===== config.mk =====
export PLATFORM = sky130hd
export DESIGN_NAME = clb_cfg_loader
export DESIGN_NICKNAME = d
export VERILOG_FILES = /design/src/rtl/clb_cfg_pkg.sv /design/src/rtl/clb_cfg_shift.sv /design/src/rtl/clb_cfg_loader.sv
export SDC_FILE = /design/constraint.sdc
export NUM_CORES = 1
export LEC_CHECK = 0
export CAP_MARGIN = 20
export CORE_ASPECT_RATIO = 0.5
export CORE_MARGIN = 2
export CORE_UTILIZATION = 40
export CTS_CLUSTER_SIZE = 25
export DETAILED_ROUTE_END_ITERATION = 8
export GPL_TIMING_DRIVEN = 1
export PLACE_DENSITY = 0.71
export SLEW_MARGIN = 20
export SYNTH_ARGS = -nofsm -noshare
export SYNTH_HDL_FRONTEND = slang
export SYNTH_HIERARCHICAL = 1
export SYNTH_SLANG_ARGS = --single-unit

===== constraint.sdc =====
create_clock -name K -period 2.1 [get_ports K]
set_input_delay 0.21 -clock K [delete_from_list [all_inputs] [get_ports K]]
set_output_delay 0.21 -clock K [all_outputs]
set_load 0.02 [all_outputs]

===== src/rtl/clb_cfg_pkg.sv =====
// Shared definitions for the CLB configuration loader: frame field layout,
// preamble pattern and loader FSM states.
package clb_cfg_pkg;

    localparam int CFG_W = 37;

    localparam int LUT_MSB   = 36;
    localparam int LUT_LSB   = 21;
    localparam int COMB_MSB  = 20;
    localparam int COMB_LSB  = 19;
    localparam int MUX2_MSB  = 18;
    localparam int MUX2_LSB  = 17;
    localparam int MUX3_MSB  = 16;
    localparam int MUX3_LSB  = 15;
    localparam int MUX4_MSB  = 14;
    localparam int MUX4_LSB  = 13;
    localparam int MUX5_MSB  = 12;
    localparam int MUX5_LSB  = 11;
    localparam int MUX6_MSB  = 10;
    localparam int MUX6_LSB  = 9;
    localparam int O2M0_MSB  = 8;
    localparam int O2M0_LSB  = 6;
    localparam int O2M1_MSB  = 5;
    localparam int O2M1_LSB  = 3;
    localparam int DQMUX_MSB = 2;
    localparam int DQMUX_LSB = 1;
    localparam int FLOP_MSB  = 0;
    localparam int FLOP_LSB  = 0;

    localparam logic [3:0] PREAMBLE = 4'b0010;

    typedef enum logic [2:0] {
        ST_IDLE,
        ST_DATA,
        ST_PAR,
        ST_DONE,
        ST_ERR
    } cfg_state_e;

endpackage


===== src/rtl/clb_cfg_shift.sv =====
// Frame assembly shift register with running parity and bit counter.
module clb_cfg_shift
    import clb_cfg_pkg::*;
(
    input  logic             clk_i,
    input  logic             rst_n_i,
    input  logic             clr_i,
    input  logic             shift_i,
    input  logic             din_i,
    output logic [CFG_W-1:0] data_o,
    output logic             frame_full_o,
    output logic             parity_ok_o
);

    localparam int CW = $clog2(CFG_W + 1);

    logic [CFG_W-1:0] data_q, data_d;
    logic [CW-1:0]    cnt_q, cnt_d;
    logic             par_q, par_d;

    always_comb begin
        data_d = data_q;
        cnt_d  = cnt_q;
        par_d  = par_q;
        if (clr_i) begin
            data_d = '0;
            cnt_d  = '0;
            par_d  = 1'b0;
        end else if (shift_i) begin
            data_d = {data_q[CFG_W-2:0], din_i};
            cnt_d  = cnt_q + CW'(1);
            par_d  = par_q ^ din_i;
        end
    end

    always_ff @(posedge clk_i or negedge rst_n_i) begin
        if (!rst_n_i) begin
            data_q <= '0;
            cnt_q  <= '0;
            par_q  <= 1'b0;
        end else begin
            data_q <= data_d;
            cnt_q  <= cnt_d;
            par_q  <= par_d;
        end
    end

    assign data_o = data_q;
    // Flags the shift that completes the frame, so the next valid bit is already parity.
    assign frame_full_o = shift_i && (cnt_q == CW'(CFG_W - 1));
    assign parity_ok_o  = ~(par_q ^ din_i);

endmodule


===== src/rtl/clb_cfg_loader.sv =====
// Serial configuration loader: preamble detect, frame assembly, parity check
// and per-frame write strobe into the CLB array configuration storage.
//
// state   | meaning
// IDLE    | hunting for preamble 0010 on the idle-high line
// DATA    | shifting the 37 frame bits, MSB first
// PAR     | next valid bit is the even-parity bit
// DONE    | all frames written; terminal until reset
// ERR     | parity failure; terminal until reset
module clb_cfg_loader
    import clb_cfg_pkg::*;
#(
    parameter int FRAMES = 4,
    parameter int AW     = 2
) (
    input  logic             K,
    input  logic             RSTN,
    input  logic             DIN,
    input  logic             DIN_VALID,
    output logic [CFG_W-1:0] CFG,
    output logic             CFG_WE,
    output logic [AW-1:0]    FRAME_ADDR,
    output logic             BUSY,
    output logic             DONE,
    output logic             ERR
);

    cfg_state_e       state_q, state_d;
    logic [3:0]       pre_q, pre_d;
    logic [AW-1:0]    fcnt_q, fcnt_d;
    logic [AW-1:0]    addr_q, addr_d;
    logic [CFG_W-1:0] cfg_q, cfg_d;
    logic             we_q, we_d;

    logic             sh_clr, sh_en, frame_full, parity_ok;
    logic [CFG_W-1:0] sh_data;

    assign sh_en  = DIN_VALID && (state_q == ST_DATA);
    // The shifter restarts right after the parity sample so frames can run back-to-back.
    assign sh_clr = (state_q != ST_DATA) && !((state_q == ST_PAR) && !DIN_VALID);

    clb_cfg_shift u_shift (
        .clk_i        (K),
        .rst_n_i      (RSTN),
        .clr_i        (sh_clr),
        .shift_i      (sh_en),
        .din_i        (DIN),
        .data_o       (sh_data),
        .frame_full_o (frame_full),
        .parity_ok_o  (parity_ok)
    );

    always_comb begin
        state_d = state_q;
        pre_d   = pre_q;
        fcnt_d  = fcnt_q;
        addr_d  = addr_q;
        cfg_d   = cfg_q;
        we_d    = 1'b0;
        if (DIN_VALID) begin
            case (state_q)
                ST_IDLE: begin
                    pre_d = {pre_q[2:0], DIN};
                    if (pre_d == PREAMBLE) state_d = ST_DATA;
                end
                ST_DATA: begin
                    if (frame_full) state_d = ST_PAR;
                end
                ST_PAR: begin
                    if (parity_ok) begin
                        we_d    = 1'b1;
                        cfg_d   = sh_data;
                        addr_d  = fcnt_q;
                        fcnt_d  = fcnt_q + AW'(1);
                        state_d = (fcnt_q == AW'(FRAMES - 1)) ? ST_DONE : ST_DATA;
                    end else begin
                        state_d = ST_ERR;
                    end
                end
                default: ;
            endcase
        end
    end

    always_ff @(posedge K or negedge RSTN) begin
        if (!RSTN) begin
            state_q <= ST_IDLE;
            pre_q   <= 4'b1111;
            fcnt_q  <= '0;
            addr_q  <= '0;
            cfg_q   <= '0;
            we_q    <= 1'b0;
        end else begin
            state_q <= state_d;
            pre_q   <= pre_d;
            fcnt_q  <= fcnt_d;
            addr_q  <= addr_d;
            cfg_q   <= cfg_d;
            we_q    <= we_d;
        end
    end

    assign CFG        = cfg_q;
    assign CFG_WE     = we_q;
    assign FRAME_ADDR = addr_q;
    assign BUSY       = (state_q == ST_DATA) || (state_q == ST_PAR);
    assign DONE       = (state_q == ST_DONE);
    assign ERR        = (state_q == ST_ERR);

endmodule


==> flow_summary_export.csv <==
group,metric,value,unit
run_status,outcome,"completed",
setup_path,timing.critical_path.to_type,"output pin",
route,met1_length,3120,um
timing,maxClockFrequency,513,MHz
finish,diodes,0,
cts,htree_num_levels,3,
grt,first_global_vias,2406,
placed_design,io_buffer_count,46,
pwr,power.density,835,mW/mm2
setup_path,timing.reg2reg.worst_path_depth,6,
floorplanning,floorplan.initialDensity,42.3,%
pwr,p_leak,2.08,nW
setup_path,worst_ep_required_time,1890,ps
min_path,hold_path_class,"in2async",
finish,layout.cell_area.non_filler,0.00475,mm2
cts,clock-root-buffer,"sky130_fd_sc_hd__clkbuf_16",
logic_synthesis,synth.cell_area,0.00377,mm2
floorplanning,io_pins,47,
timing,totalNegativeSetupSlack,0,ps
timing,min_period_over_period,92.8,%
logic_synthesis,net_count_after_synthesis,285,
logic_synthesis,synth-warning-count,6,
timing,final-hold-violation-count,0,
route,wl_per_cell,15.0,um
cts,cts_max_path_buffers,2,
logic_synthesis,ys_seq_area_share,61.2,%
finish,filler_cell_count,716,
floorplanning,die_area,0.0103,mm2
setup_path,crit_arrival,1740,ps
cts,tritoncts,"done",
finish,final_core_util,53.2,%
placed_design,placed_cell_area,0.00441,mm2
setup_path,timing.reg2reg.setup_slack,340,ps
floorplanning,core_area,0.00892,mm2
finish,design.final.nets,340,
logic_synthesis,synthCells,278,
route,met2RoutedLength,3300,um
setup_path,crit_reg_reg_endpoint,"u_shift/data_o[22]",
route,wl_met3,300,um
placed_design,dp.final_hpwl,4590,um
floorplanning,rows,24,
timing,unrepaired_setup_endpoints_after_global_routing,"false",
timing,setup-violations-final,0,
setup_path,worstPathMaxFanout,9,
logic_synthesis,ys_ff_latch,92,
route,route.final.wire_length,6820,um
cts,clock_transition_at_the_registers_of_the_reported_paths,60,ps
route,first_pass_iters,4,
timing,max-slew-margin-rel,67.3,%
floorplanning,die-height,72.6,um
cts,worstSkewPairLatency,340,ps
timing,worst_clock_skew,6.66,ps
cts,cts.sinks,92,
logic_synthesis,syn_avg_cell_area,13.6,um2
timing,timing.hold.ws,374,ps
grt,grtUsageTotal,15.0,%
floorplanning,die_w,141,um
route,vias_per_cell,4.93,
finish,area.growth.synth_to_final,25.9,%
grt,globalRoute.totalOverflow,0,
setup_path,rr_startpoint,"state_q[2]",
route,vias,2243,
timing,actual_transition_at_the_worst_max_transition_pin,490,ps
finish,multiInputGateArea,0.00136,mm2
grt,pin_count_of_the_biggest_net_entering_global_routing,56,
route,drt_first_iter_violations,127,
pwr,vdd_drop_max,0.407,mV
finish,post_route_cells_drive_above_1_share,22.8,%
grt,grt_antenna_before_repair,0,
setup_path,cp-start-kind,"flip-flop",
route,drt_drc_violations_left,0,
setup_path,critPathKind,"reg2out",
logic_synthesis,synthDistinctLibCells,30,
route,route.antenna.remaining_nets,0,
timing,timing.final.crit_period,1950,ps
finish,seq_cell_area,0.00231,mm2
timing,maxSlewViolCount,0,
cts,cts-buffers-inserted,9,
run,max-cap-violations,0,
route,top_signal_layer_used,"met4",
placed_design,gpl.final_weighted_congestion,0.753,
grt,grt_pass1_wl,11800,um
[layout by cell type, fill, tap and decap left out, drive strengths merged]
cell type,Yosys,final
dfrtp,89,89
clkdlybuf4s50,0,44
nor2,44,44
mux2,43,43
mux2i,37,37
buf,10,13
clkbuf,5,9
inv,4,6
xor2,5,5
nand2b,5,5
a21oi,4,4
nand2,4,4
o21ai,4,4
ha,3,3
dfstp,3,3
nand4,3,3
nor3,2,2
o21bai,2,2
or3,2,2
bufinv,0,2
xnor2,2,2
nor3b,2,2
clkinv,0,2
nand3b,1,1
and3b,1,1
nor2b,1,1
nor4b,1,1
o311a,1,1
clkinvlp,0,1
dlygate4sd3,0,1
dlymetal6s2s,0,1
[critical path: stages (launching register included)]
cell	delay, ps
sky130_fd_sc_hd__dfrtp_1	380
sky130_fd_sc_hd__buf_4	170
sky130_fd_sc_hd__nor3b_1	210
sky130_fd_sc_hd__clkdlybuf4s50_1	640
[cell families after synthesis]
family          after synthesis  synth area share, %
compound gates               11                 1.73
xor+xnor                      7                 1.63
fa+ha+maj                     3                0.996
buf+inv                      19                 3.09
flops                        92                 61.2
mux                          80                 22.7
simple gates                 66                 8.73
[metrics by stage]
step,power [mW],instances,worst slack (ps)
floorplan,2.12,278,166
global route,4.14,455,91.0
global placement,2.25,438,142
detailed placement,2.27,438,124
CTS,4.02,455,84.8
finish,3.96,455,150
[metal layers]
layer / vias up / track usage (%)
met2: 35 / 24.6
met1: 1132 / 18.2
met3: 9 / 6.82
met4: 0 / 4.44
met5: - / 0
li1: 1067 / -
[repair_timing]
item,CTS,global route
hold buffers,1,0
endpoints found under the setup margin,0,1
buffers inserted,0,0
endpoints found under the hold margin,37,0
gates resized for setup,0,1
[layout make-up]
type | instances | area share, %
Sequential cell | 92 | 48.6
Multi-Input combinational cell | 167 | 28.6
Timing Repair Buffer | 59 | 12.6
Clock buffer | 9 | 4.74
Tap cell | 117 | 3.08
Clock inverter | 7 | 2.08
Inverter | 4 | 0.316
[power by group]
group          internal (mW)  switching, mW
Sequential              1.85         0.0563
Combinational          0.151          0.176
Clock                   1.05          0.681
[worst max path at each step]
stage | startpoint | depth (start not counted) | to | slack, ps
5_1_grt | state_q[1] | 3 | ERR | 90
3_3_place_gp | DIN | 5 | CFG[6] | 140
4_1_cts | state_q[0] | 3 | BUSY | 80
2_1_floorplan | state_q[1] | 9 | state_q[0] | 170
3_5_place_dp | DIN | 5 | CFG[10] | 120
6_report | state_q[1] | 3 | ERR | 150
[cells in the mapped netlist, drive strengths merged]
| master | count | share of area [%] |
|---|---|---|
| dfstp | 3 | 2.1 |
| inv | 4 | 0.40 |
| a21oi | 4 | 0.53 |
| nand2b | 5 | 0.83 |
| nor2b | 1 | 0.17 |
| mux2i | 37 | 9.8 |
| nor3 | 2 | 0.27 |
| nor2 | 44 | 4.4 |
| xnor2 | 2 | 0.46 |
| o21ai | 4 | 0.53 |
| clkbuf | 5 | 0.50 |
| nand4 | 3 | 0.66 |
| xor2 | 5 | 1.2 |
| o311a | 1 | 0.27 |
| buf | 10 | 2.2 |
| ha | 3 | 1.0 |
| dfrtp | 89 | 59 |
| nand3b | 1 | 0.53 |
| and3b | 1 | 0.23 |
| nand2 | 4 | 0.40 |
| o21bai | 2 | 0.40 |
| mux2 | 43 | 13 |
| nor3b | 2 | 0.70 |
| or3 | 2 | 0.33 |
| nor4b | 1 | 0.23 |
[flip-flops by register name, summed over array words and instances, names as in the netlist]
name and count:
CFG 37, CFG_WE 1, FRAME_ADDR 2, fcnt_q 2, pre_q 3, state_q 3, u_shift/cnt_q 6, u_shift/data_o 37
u_shift/par_q 1
Note: power is estimated with default switching activity, not from simulation.
